## src/rtl/instr_encoder_pkg.sv

```systemverilog
// instr_encoder_pkg: opcode map, condition/error codes, FSM states and immediate range helpers.
package instr_encoder_pkg;
    localparam logic [3:0] OP_ADD    = 4'h0;
    localparam logic [3:0] OP_PADDSB = 4'h1;
    localparam logic [3:0] OP_SUB    = 4'h2;
    localparam logic [3:0] OP_AND    = 4'h3;
    localparam logic [3:0] OP_NOR    = 4'h4;
    localparam logic [3:0] OP_SLL    = 4'h5;
    localparam logic [3:0] OP_SRL    = 4'h6;
    localparam logic [3:0] OP_SRA    = 4'h7;
    localparam logic [3:0] OP_LW     = 4'h8;
    localparam logic [3:0] OP_SW     = 4'h9;
    localparam logic [3:0] OP_LHB    = 4'hA;
    localparam logic [3:0] OP_LLB    = 4'hB;
    localparam logic [3:0] OP_B      = 4'hC;
    localparam logic [3:0] OP_JAL    = 4'hD;
    localparam logic [3:0] OP_JR     = 4'hE;
    localparam logic [3:0] OP_HLT    = 4'hF;

    localparam logic [2:0] COND_UNCOND = 3'b111;

    localparam logic [1:0] ERR_NONE  = 2'b00;
    localparam logic [1:0] ERR_RANGE = 2'b01;
    localparam logic [1:0] ERR_RSVD  = 2'b10;

    typedef enum logic [1:0] {S_IDLE, S_ACCEPT, S_WRITE, S_DONE} state_e;

    // Signed n-bit fit: every bit from n-1 upward must match the sign.
    function automatic logic fits_s(input logic [15:0] v, input int n);
        logic [15:0] m;
        m = 16'hFFFF << (n - 1);
        return ((v & m) == 16'h0) || ((v & m) == m);
    endfunction

    function automatic logic fits_u(input logic [15:0] v, input int n);
        return (v & (16'hFFFF << n)) == 16'h0;
    endfunction
endpackage

```

## src/rtl/instr_encoder_field_pack.sv

```systemverilog
// instr_field_pack: packs request fields into a 16-bit word and flags range/reserved-field violations.
module instr_field_pack
    import instr_encoder_pkg::*;
(
    input  logic [3:0]  opcode,
    input  logic [3:0]  rd,
    input  logic [3:0]  rs,
    input  logic [3:0]  rt,
    input  logic [2:0]  cond,
    input  logic [15:0] imm,
    output logic [15:0] word,
    output logic        legal,
    output logic [1:0]  err_code
);
    always_comb begin
        word     = {opcode, rd, rs, rt};
        err_code = ERR_NONE;
        case (opcode)
            OP_SLL, OP_SRL, OP_SRA: begin
                word     = {opcode, rd, rs, imm[3:0]};
                err_code = fits_u(imm, 4) ? ERR_NONE : ERR_RANGE;
            end
            OP_LW: begin
                word     = {opcode, rd, rs, imm[3:0]};
                err_code = fits_s(imm, 4) ? ERR_NONE : ERR_RANGE;
            end
            OP_SW: begin
                word     = {opcode, rt, rs, imm[3:0]};
                err_code = fits_s(imm, 4) ? ERR_NONE : ERR_RANGE;
            end
            OP_LHB: begin
                word     = {opcode, rd, imm[7:0]};
                err_code = fits_u(imm, 8) ? ERR_NONE : ERR_RANGE;
            end
            OP_LLB: begin
                word     = {opcode, rd, imm[7:0]};
                err_code = fits_s(imm, 8) ? ERR_NONE : ERR_RANGE;
            end
            OP_B: begin
                word     = {opcode, cond, imm[8:0]};
                err_code = fits_s(imm, 9) ? ERR_NONE : ERR_RANGE;
            end
            OP_JAL: begin
                word     = {opcode, imm[11:0]};
                err_code = !fits_s(imm, 12) ? ERR_RANGE : (rd != 4'hF) ? ERR_RSVD : ERR_NONE;
            end
            OP_JR: begin
                word     = {opcode, 4'h0, rs, 4'h0};
                err_code = (|{rd, rt, cond, imm}) ? ERR_RSVD : ERR_NONE;
            end
            OP_HLT: begin
                word     = 16'hF000;
                err_code = (|{rd, rs, rt, cond, imm}) ? ERR_RSVD : ERR_NONE;
            end
            default: ;
        endcase
        legal = err_code == ERR_NONE;
    end
endmodule

```

## src/rtl/instr_encoder.sv

```systemverilog
// instr_encoder: accepts instruction field requests, encodes them and writes them to instruction memory.
module instr_encoder
    import instr_encoder_pkg::*;
#(
    parameter int ADDR_W = 16
) (
    input  logic              clk,
    input  logic              rst_n,
    input  logic              start,
    input  logic [ADDR_W-1:0] base_addr,
    input  logic              in_valid,
    output logic              in_ready,
    input  logic [3:0]        in_opcode,
    input  logic [3:0]        in_rd,
    input  logic [3:0]        in_rs,
    input  logic [3:0]        in_rt,
    input  logic [2:0]        in_cond,
    input  logic [15:0]       in_imm,
    output logic              imem_we,
    output logic [ADDR_W-1:0] imem_addr,
    output logic [15:0]       imem_wdata,
    input  logic              imem_ack,
    output logic              err,
    output logic [1:0]        err_code,
    output logic [15:0]       count,
    output logic              done
);
    state_e            state_q, state_d;
    logic [ADDR_W-1:0] ptr_q, ptr_d;
    logic [15:0]       wdata_q, wdata_d;
    logic [15:0]       count_q, count_d;
    logic              done_q, done_d;
    logic              err_q, err_d;
    logic [1:0]        err_code_q, err_code_d;
    logic [15:0]       pack_word;
    logic              pack_legal;
    logic [1:0]        pack_err;

    instr_field_pack u_pack (
        .opcode   (in_opcode),
        .rd       (in_rd),
        .rs       (in_rs),
        .rt       (in_rt),
        .cond     (in_cond),
        .imm      (in_imm),
        .word     (pack_word),
        .legal    (pack_legal),
        .err_code (pack_err)
    );

    // start masks in_ready so a simultaneous request is left pending
    assign in_ready   = (state_q == S_ACCEPT) && !start;
    assign imem_we    = state_q == S_WRITE;
    assign imem_addr  = ptr_q;
    assign imem_wdata = wdata_q;
    assign err        = err_q;
    assign err_code   = err_code_q;
    assign count      = count_q;
    assign done       = done_q;

    always_comb begin
        state_d    = state_q;
        ptr_d      = ptr_q;
        wdata_d    = wdata_q;
        count_d    = count_q;
        done_d     = done_q;
        err_d      = 1'b0;
        err_code_d = ERR_NONE;
        if (start) begin
            state_d = S_ACCEPT;
            ptr_d   = base_addr;
            count_d = 16'h0;
            done_d  = 1'b0;
        end else if (state_q == S_ACCEPT && in_valid) begin
            state_d    = pack_legal ? S_WRITE : S_ACCEPT;
            wdata_d    = pack_legal ? pack_word : wdata_q;
            err_d      = !pack_legal;
            err_code_d = pack_err;
        end else if (state_q == S_WRITE && imem_ack) begin
            state_d = (wdata_q[15:12] == OP_HLT) ? S_DONE : S_ACCEPT;
            done_d  = wdata_q[15:12] == OP_HLT;
            ptr_d   = ptr_q + ADDR_W'(1);
            count_d = count_q + 16'(count_q != 16'hFFFF);
        end
    end

    always_ff @(posedge clk or negedge rst_n) begin
        if (!rst_n) begin
            state_q    <= S_IDLE;
            ptr_q      <= '0;
            wdata_q    <= 16'h0;
            count_q    <= 16'h0;
            done_q     <= 1'b0;
            err_q      <= 1'b0;
            err_code_q <= ERR_NONE;
        end else begin
            state_q    <= state_d;
            ptr_q      <= ptr_d;
            wdata_q    <= wdata_d;
            count_q    <= count_d;
            done_q     <= done_d;
            err_q      <= err_d;
            err_code_q <= err_code_d;
        end
    end
endmodule

```

## config.mk

```make
export PLATFORM = sky130hd
export DESIGN_NAME = instr_encoder
export DESIGN_NICKNAME = d
export VERILOG_FILES = /design/src/rtl/instr_encoder_pkg.sv /design/src/rtl/instr_encoder_field_pack.sv /design/src/rtl/instr_encoder.sv
export SDC_FILE = /design/constraint.sdc
export NUM_CORES = 1
export LEC_CHECK = 0
export BUFFER_PORTS_ARGS = -buffer_cell sky130_fd_sc_hd__buf_2
export CORE_MARGIN = 2
export CORE_UTILIZATION = 51
export CTS_CLUSTER_SIZE = 24
export DETAILED_ROUTE_END_ITERATION = 7
export PLACE_DENSITY = 0.81
export SLEW_MARGIN = 20
export SYNTH_ARGS = -nofsm -noshare
export SYNTH_HDL_FRONTEND = slang
export SYNTH_SLANG_ARGS = --single-unit
export TNS_END_PERCENT = 30
```

## constraint.sdc

```tcl
create_clock -name clk -period 2.66 [get_ports clk]
set_input_delay 0.532 -clock clk [delete_from_list [all_inputs] [get_ports clk]]
set_output_delay 0.532 -clock clk [all_outputs]
set_load 0.03 [all_outputs]
```

==> out/results.ini, run 1 <==
[run_status]
status = finished, final reports clean

[setup_path]
cp_data_arrival_time_ns = 2.73
worstSetupEndpoint = count[14]$_DFFE_PN0P_
path_common_cell = ha_2
cp.required_ns = 2.86
start_kind = flip-flop
critical-path-max-stage-delay_ns = 0.53
cp_cell_sequence = nand3_2 -> or3_4 -> or4_1 -> ha_2 -> ha_2 -> inv_1 -> a211o_1 -> or2_2 -> nor3_1 -> xnor2_1 -> nor2_1
crit_type = reg2reg
r2r_end = count[14]$_DFFE_PN0P_
worst_r2r_path_depth = 11
critPathLaunch = count[10]$_DFFE_PN0P_
slowest_stage = or4_1
regToRegStartpoint = count[10]$_DFFE_PN0P_
cp_max_fo = 4
rrSetupSlack_ns = 0.13
worstSetupEndpointType = flip-flop

[yosys]
synth_seq_cells = 54
syn_inst = 367
async_flop_share = 1.00
synth_edf_count = 0
synth_area_leaders = dfrtp_1 41%, nand2_1 4.9%, nor2_1 4.3%
avgSynthCellArea_sq_um = 8.94
synth_nets = 426
synth_top_area_frac = 0.412
synth_warnings = 0
synth_cell_type_count = 50
synth_most_common_cell = dfrtp_1
synth_common_cells = 54 x dfrtp_1, 43 x nand2_1, 38 x nor2_1
netlist_area_sq_um = 3280
ys_seq_area_frac = 0.412
ys.flop_type = dfrtp_1
yosysTopAreaCell = dfrtp_1

[grt]
grt_antenna_before_repair = 0
grt_util_all_layers = 0.227
grt_pass1_wl_mm = 13.3
grt_max_degree = 33
grt_overflow = 0
grt_pass1_vias = 2876

[placed_design]
io_buffers = 109
post-place-ws_ns = 0.0371
gp_congestion = 0.885
hpwl_mm = 6.21

[timing]
tightest_slew_ns = 0.559
whs_ns = 0.202
final_max_slew_viol_count = 0
fin_skew_ns = 0.00824
fin_ws_ns = 0.126
hold_viol_final = 0
finalSetupViolations = 0
grt_setup_unrepaired = false
min_period_ns = 2.53
period_share = 0.953
fin_tns_setup_ns = 0
fmax_mhz = 395
slew_headroom = 0.624

[detailed_routing]
vias = 3197
route.detailed.vias_per_inst = 5.73
final_antenna_net_count = 0
dr.pass1.iters = 5
drt_iter0_markers = 168
finalWirelength_mm = 8.26
drcViolationCount = 0
wire_per_inst_um = 14.8

[cts]
postCtsHoldBufs = 0
root_buffer = clkbuf_8
clk_latency_ns = 0.30
cts_made_buffers = 5
clkSinkCount = 54
cts_tree = built
cts.htree.levels = 2
clk_pin_slew_worst_paths_ns = 0.10
cts_max_path_buffers = 2

[layout]
syn_to_final_growth_pct = 24.1
utilization = 0.648
drive_gt1_frac = 0.326
nNetsFinal = 540
antenna_cells = 0

[floorplanning]
core_sq_um = 6280
die_h_um = 84.2
rows = 29
dieArea_sq_um = 7090
die_w_um = 84.2
start_util = 0.522
ios = 110

[pwr]
p_leak_nw = 1.87
ir_drop_mv = 0.516
power_density_nw_per_um2 = 564
power_mw = 2.29

[flow_run]
drv_cap = 0

[min_path]
hold_path_class = in2async

[timing repair]
action | 4_1_cts | 5_1_grt
buffers inserted | 0 | 4
setup endpoints to repair | 0 | 3
resized for setup | 0 | 4
[worst min path at each step]
stage / cells past startpoint / endpoint / slack (ns) / from
6_report: 1 / imem_addr[6]$_DFFE_PN0P_ / 0.20 / rst_n
5_1_grt: 1 / imem_wdata[3]$_DFFE_PN0P_ / 0.23 / rst_n
4_1_cts: 1 / imem_wdata[3]$_DFFE_PN0P_ / 0.21 / rst_n
3_5_place_dp: 1 / imem_wdata[11]$_DFFE_PN0P_ / 0.49 / imem_wdata[11]$_DFFE_PN0P_
3_3_place_gp: 1 / imem_wdata[4]$_DFFE_PN0P_ / 0.49 / imem_wdata[4]$_DFFE_PN0P_
2_1_floorplan: 0 / count[0]$_DFFE_PN0P_ / 0.24 / rst_n
[layout by cell type, fill, tap and decap left out, types with 7 or more instances in the layout]
cell / count
inv_1: 11
nand3_1: 17
mux2_4: 9
mux2_2: 7
xor2_1: 14
buf_4: 13
xnor2_1: 12
o22ai_1: 8
nand2_1: 43
a21oi_1: 17
nor2_1: 38
buf_2: 109
nor2b_1: 12
nand4_1: 12
o21ai_0: 28
dfrtp_1: 54
[area by class of cell]
type / instances / area [sq um]
fillers: 520 / 2210
flip-flops and latches: 54 / 1350
clock buffers: 5 / 68.8
multi-input cells: 285 / 1830
inverters: 12 / 45.0
repair buffers: 123 / 663
well taps: 77 / 96.3
clock inverters: 2 / 13.8
[through the flow]
| stage | cells | instance area [sq um] |
|---|---|---|
| final | 558 | 4070 |
| after global routing | 558 | 4070 |
| after CTS | 554 | 4020 |
| after detailed placement | 547 | 3940 |
| after global placement | 547 | 3940 |
| after floorplan | 367 | 3280 |
[critical path, delay by kind of cell (launching register included)]
family	cells	cell delay, ns
fa+ha+maj	2	0.39
simple gates	6	1.25
xor+xnor	1	0.20
compound gates	1	0.10
flops	1	0.43
buf+inv	1	0.06
[routing by layer]
metal | up-vias | routed length [um] | track usage
met5 | - | 0 | 0
met4 | 0 | 38 | 0.0411
met3 | 4 | 711 | 0.0570
met2 | 152 | 3910 | 0.362
met1 | 1502 | 3600 | 0.318
li1 | 1539 | - | -
[power by group]
part | switching, mW | total (mW) | internal [mW] | leakage, nW
registers | 0.0971 | 1.05 | 0.949 | 0.690
clock network | 0.260 | 0.442 | 0.182 | 0.0444
logic | 0.503 | 0.805 | 0.303 | 1.13
[registers in the layout (all words and copies together), names as in the netlist]
register / count
err: 1
count: 16
state_q: 2
imem_addr: 16
done: 1
imem_wdata: 16
err_code: 2
[logic make-up after synthesis]
group	count (synthesis)	synth area share
buf+inv	28	0.0359
fa+ha+maj	3	0.0114
compound gates	77	0.140
mux	20	0.0775
simple gates	159	0.254
xor+xnor	26	0.0694
flops	54	0.412
(Power assumes the default switching activity.)
==> inputs of run 2 (changes only) <==
CORE_UTILIZATION = 35   (was 51)
PLACE_DENSITY = 0.7   (was 0.81)
==> out/results.ini, run 2 (same netlist as run 1, synthesis figures left out) <==
[placed_design]
hpwl_mm = 6.93
gp_congestion = 0.867
io_buffers = 109
dp_cells = 586

[setup_path]
cp.required_ns = 2.88
r2r_end = count[14]$_DFFE_PN0P_
cp_max_fo = 4
critPathBufInv = 1
crit_family = simple AND/OR/NAND/NOR gates
start_kind = flip-flop
crit_type = reg2reg
worst_r2r_path_depth = 11
cp_cell_sequence = nand3_2 -> or3_4 -> or4_1 -> ha_2 -> ha_1 -> inv_1 -> a211o_1 -> or2_2 -> nor3_1 -> xnor2_1 -> nor2_1
rrSetupSlack_ns = 0.10
cp_data_arrival_time_ns = 2.78
worstSetupEndpointType = flip-flop
critical-path-max-stage-delay_ns = 0.54
regToRegStartpoint = count[10]$_DFFE_PN0P_
slowest_stage = or4_1

[detailed_routing]
dr.pass1.iters = 4
wire_per_inst_um = 14.9
drt_iter0_markers = 89
drcViolationCount = 0
route.detailed.vias_per_inst = 5.32
final_antenna_net_count = 0
vias = 3188
finalWirelength_mm = 8.91

[layout]
antenna_cells = 0
fillers = 899
most-common-layout-cells = 109 x buf_2, 54 x dfrtp_1, 43 x nand2_1, 38 x nor2_1, 28 x o21ai_0
nNetsFinal = 546
final_common_cell = buf_2
multiInputGateArea_sq_um = 1830
syn_to_final_growth_pct = 27.1
drive_gt1_frac = 0.334
layout.area.seq_sq_um = 1350
instances_no_fill = 599

[grt]
grt_max_degree = 33
grt_overflow = 0
grt_pass1_vias = 3095
grt_pass1_wl_mm = 14.4
grt_util_all_layers = 0.173
grt_antenna_before_repair = 0

[cts]
cts_max_path_buffers = 2
postCtsHoldBufs = 0
cts_tree = built
cts.htree.levels = 2
cts_made_buffers = 5
root_buffer = clkbuf_8
clk_latency_ns = 0.32
clk_pin_slew_worst_paths_ns = 0.12
clkSinkCount = 54

[floorplanning]
dieArea_sq_um = 10200
die_h_um = 101
core_sq_um = 9150
ios = 110
die_w_um = 101
start_util = 0.358
rows = 35

[pwr]
p_leak_nw = 1.91
power_density_nw_per_um2 = 568
ir_drop_mv = 0.368

[timing]
fin_skew_ns = 0.0141
finalSetupViolations = 0
min_period_ns = 2.56
slew_headroom = 0.616
final_max_slew_viol_count = 0
period_share = 0.962
fin_tns_setup_ns = 0
hold_viol_final = 0
tightest_slew_ns = 0.572
fmax_mhz = 391

[flow_run]
drv_cap = 0

[min_path]
hold_path_class = in2async

[run_status]
status = finished, final reports clean

[run 2: cell count changes in the layout (fill, tap and decap cells not counted)]
cell and change:
inv_8 +1, ha_1 +1, clkinv_4 +2, ha_2 -1, clkinv_2 -1, buf_4 +6
inv_6 -1
[run 2: report_power, final]
group,total (mW),switching [mW],internal [mW]
Combinational,0.818,0.510,0.309
Sequential,1.05,0.0968,0.949
Clock,0.503,0.306,0.196
[run 2: layout make-up]
cell class	instances	share of cell area
sequential	54	0.324
clock buffer	5	0.0165
inverter	12	0.0108
multi-input combinational	285	0.438
tap	111	0.0333
clock inverter	3	0.00690
timing repair buffer	129	0.170
[run 2: layer usage]
metal | GRT usage | up-vias | routed length, um
met5 | 0 | - | 0
met1 | 0.231 | 1493 | 3970
met2 | 0.294 | 136 | 4240
li1 | - | 1551 | -
met4 | 0.0348 | 0 | 63
met3 | 0.0326 | 8 | 639
[run 2: worst max path at each step]
stage | depth (start not counted) | startpoint | slack, ns | to
2_1_floorplan | 11 | count[11]$_DFFE_PN0P_ | 0.02 | count[14]$_DFFE_PN0P_
3_3_place_gp | 8 | in_imm[9] | 0.15 | imem_wdata[9]$_DFFE_PN0P_
3_5_place_dp | 11 | count[10]$_DFFE_PN0P_ | -0.02 | count[14]$_DFFE_PN0P_
4_1_cts | 11 | count[10]$_DFFE_PN0P_ | 0.0004 | count[14]$_DFFE_PN0P_
5_1_grt | 11 | count[10]$_DFFE_PN0P_ | -0.0006 | count[14]$_DFFE_PN0P_
6_report | 11 | count[10]$_DFFE_PN0P_ | 0.10 | count[14]$_DFFE_PN0P_
[run 2: repair_timing]
item                       CTS  global route
setup buffers                2             3
gates resized for setup      0             3
setup endpoints to repair    1             3
pin swaps                    0             1
[run 2: stage by stage]
step,power (mW),util,hold slack (ns),worst slack (ns),area (sq um)
after detailed placement,1.89,0.439,0.424,-0.0183,4020
after global routing,2.49,0.456,0.0677,-0.000582,4170
after CTS,2.39,0.452,0.0728,0.000388,4130
after global placement,1.87,0.439,0.424,0.148,4020
after floorplan,1.58,-,0.236,0.0239,3280
final,2.37,0.456,0.0647,0.100,4170
==> inputs of run 3 (changes only) <==
ABC_AREA = 1   (was unset)
PLACE_DENSITY = 0.69   (was 0.7)
==> out/results.ini, run 3 <==
[grt]
grt_pass1_vias = 3558
grt_overflow = 0
grt_antenna_before_repair = 1
grt_pass1_wl_mm = 16.5
grt_max_degree = 42
grt_util_all_layers = 0.182

[detailed_routing]
route.detailed.vias_per_inst = 4.87
drcViolationCount = 0
finalWirelength_mm = 9.60
vias = 3673
final_antenna_net_count = 0
dr.pass1.iters = 4
drt_iter0_markers = 164
wire_per_inst_um = 12.7

[cts]
postCtsHoldBufs = 0
clkSinkCount = 54
cts_tree = built
clk_latency_ns = 0.30
root_buffer = clkbuf_8
cts_max_path_buffers = 2
cts.htree.levels = 2
ctsResizeCount = 0
clk_pin_slew_worst_paths_ns = 0.09
postCtsSetupBuffers = 0
cts_made_buffers = 5

[setup_path]
critical-path-max-stage-delay_ns = 0.42
path_common_cell = nand3_1
critPathBufInv = 2
cp_cell_sequence = nand2_1 -> inv_1 -> nand3_1 -> inv_1 -> nand4_1 -> ha_1 -> nand3_1 -> nor2_1 -> nand3_1 -> nor3b_1 -> nand2_1 -> o21ai_0 -> a21oi_1
regToRegStartpoint = count[7]$_DFFE_PN0P_
worstSetupEndpointType = flip-flop
start_kind = flip-flop
critPathLaunch = count[7]$_DFFE_PN0P_
crit_type = reg2reg
cp_data_arrival_time_ns = 2.41
slowest_stage = dfrtp_1
cp.required_ns = 2.86
cp_max_fo = 5
crit_family = simple AND/OR/NAND/NOR gates

[timing]
grt_setup_unrepaired = false
fin_skew_ns = 0.00748
fin_tns_setup_ns = 0
tightest_slew_ns = 0.919
fmax_mhz = 452
period_share = 0.832
final_max_slew_viol_count = 0
slew_headroom = 0.387
min_period_ns = 2.21
finalSetupViolations = 0
hold_viol_final = 0

[pwr]
power_density_nw_per_um2 = 565
ir_drop_mv = 0.204
power_mw = 2.40
p_leak_nw = 2.25

[layout]
most-common-layout-cells = 143 x nand2_1, 109 x buf_2, 71 x nor2_1, 59 x inv_1, 54 x dfrtp_1
drive_gt1_frac = 0.229
instances_no_fill = 754
layout.area.seq_sq_um = 1350
utilization = 0.437
nNetsFinal = 679
multiInputGateArea_sq_um = 1810
syn_to_final_growth_pct = 21.4
design_area_sq_um = 4250
fillers = 1027
final_common_cell = nand2_1

[placed_design]
dpl-instance-area_sq_um = 4170
io_buffers = 109
hpwl_mm = 7.53
dp_cells = 746
gp_congestion = 0.870

[floorplanning]
die_w_um = 104
core_sq_um = 9730
ios = 110
dieArea_sq_um = 10800
die_h_um = 104
start_util = 0.360
rows = 36

[run_status]
status = finished, final reports clean

[yosys]
synth_top_area_frac = 0.386
netlist_area_sq_um = 3500
synth_nets = 570
synth_warnings = 0
syn_inst = 511
synth_seq_cells = 54
synth_common_cells = 143 x nand2_1, 71 x nor2_1, 59 x inv_1
yosysTopAreaCell = dfrtp_1
synth_cell_type_count = 40
ys.flop_type = dfrtp_1
synth_most_common_cell = nand2_1
synth_edf_count = 0
ys_seq_area_frac = 0.386
avgSynthCellArea_sq_um = 6.85
async_flop_share = 1.00
synth_area_leaders = dfrtp_1 39%, nand2_1 15%, nor2_1 7.6%

[flow_run]
drv_cap = 0

[min_path]
hold_path_class = in2async

## run 3: cell count changes in the layout (fill, tap and decap cells not counted), moves of 9 or more
cell and change:
nand2_1 +100, inv_1 +48, nor2_1 +33, nand3_1 +23, buf_4 -12, nor2b_1 -12, xnor2_1 -11, xor2_1 -11
mux2_4 -9
## run 3: metal layers
| layer | vias up | GRT usage | share of wire |
|---|---|---|---|
| met2 | 138 | 0.312 | 0.47 |
| met5 | - | 0 | 0 |
| li1 | 1876 | - | - |
| met1 | 1645 | 0.236 | 0.45 |
| met3 | 14 | 0.0345 | 0.065 |
| met4 | 0 | 0.0502 | 0.017 |
## run 3: path summary, 6_finish.rpt
check / slack [ns] / endpoint / cells after the start
worst max-delay path: 0.45 / count[15]$_DFFE_PN0P_ / 13
worst min-delay path: 0.35 / count[11]$_DFFE_PN0P_ / 1
worst max register to register: 0.45 / count[15]$_DFFE_PN0P_ / 13
worst min register to register: 0.48 / imem_wdata[3]$_DFFE_PN0P_ / 2
max in group asynchronous: 1.64 / imem_addr[2]$_DFFE_PN0P_ / 2
min in group clk: 0.47 / imem_addr[8]$_DFFE_PN0P_ / 3
## run 3: stage by stage
stage               setup slack, ns  hold slack [ns]
global route                  0.241            0.425
detailed placement            0.469            0.458
floorplan                     0.578            0.236
global placement              0.531            0.458
CTS                           0.474            0.395
finish                        0.448            0.354
## run 3: area by class of cell
cell class / count / share of cell area
antenna: 1 / 0.000589
clock buffer: 5 / 0.0162
clock inverter: 2 / 0.00236
inverter: 63 / 0.0557
multi-input combinational: 380 / 0.427
sequential: 54 / 0.318
tap: 133 / 0.0392
timing repair buffer: 116 / 0.141
## run 3: cell families (layout without fill, tap and decap cells)
logic type	count (synthesis)	count (layout)	share of synthesized area
AND/OR/NAND/NOR	292	292	0.368
flip-flops	54	54	0.386
XOR/XNOR	4	4	0.0100
other	0	1	0
AO/OA/AOI/OAI	81	81	0.130
buffers and inverters	77	186	0.0951
adder cells (fa/ha/maj)	3	3	0.0107
## run 3: worst reg2reg max path, cell delays in order, from the launching register on
cell	delay, ns
dfrtp_1	0.42
nand2_1	0.09
inv_1	0.05
nand3_1	0.13
inv_1	0.06
nand4_1	0.09
ha_1	0.17
nand3_1	0.11
nor2_1	0.13
nand3_1	0.17
nor3b_1	0.36
nand2_1	0.11
o21ai_0	0.16
a21oi_1	0.06
## run 3: report_power, final
| part | switching [mW] | total, mW | internal, mW | leakage, nW |
|---|---|---|---|---|
| Sequential | 0.123 | 1.08 | 0.959 | 0.694 |
| Combinational | 0.616 | 0.878 | 0.261 | 1.51 |
| Clock | 0.262 | 0.440 | 0.178 | 0.0438 |
| Total | 1.00 | 2.40 | 1.40 | 2.25 |
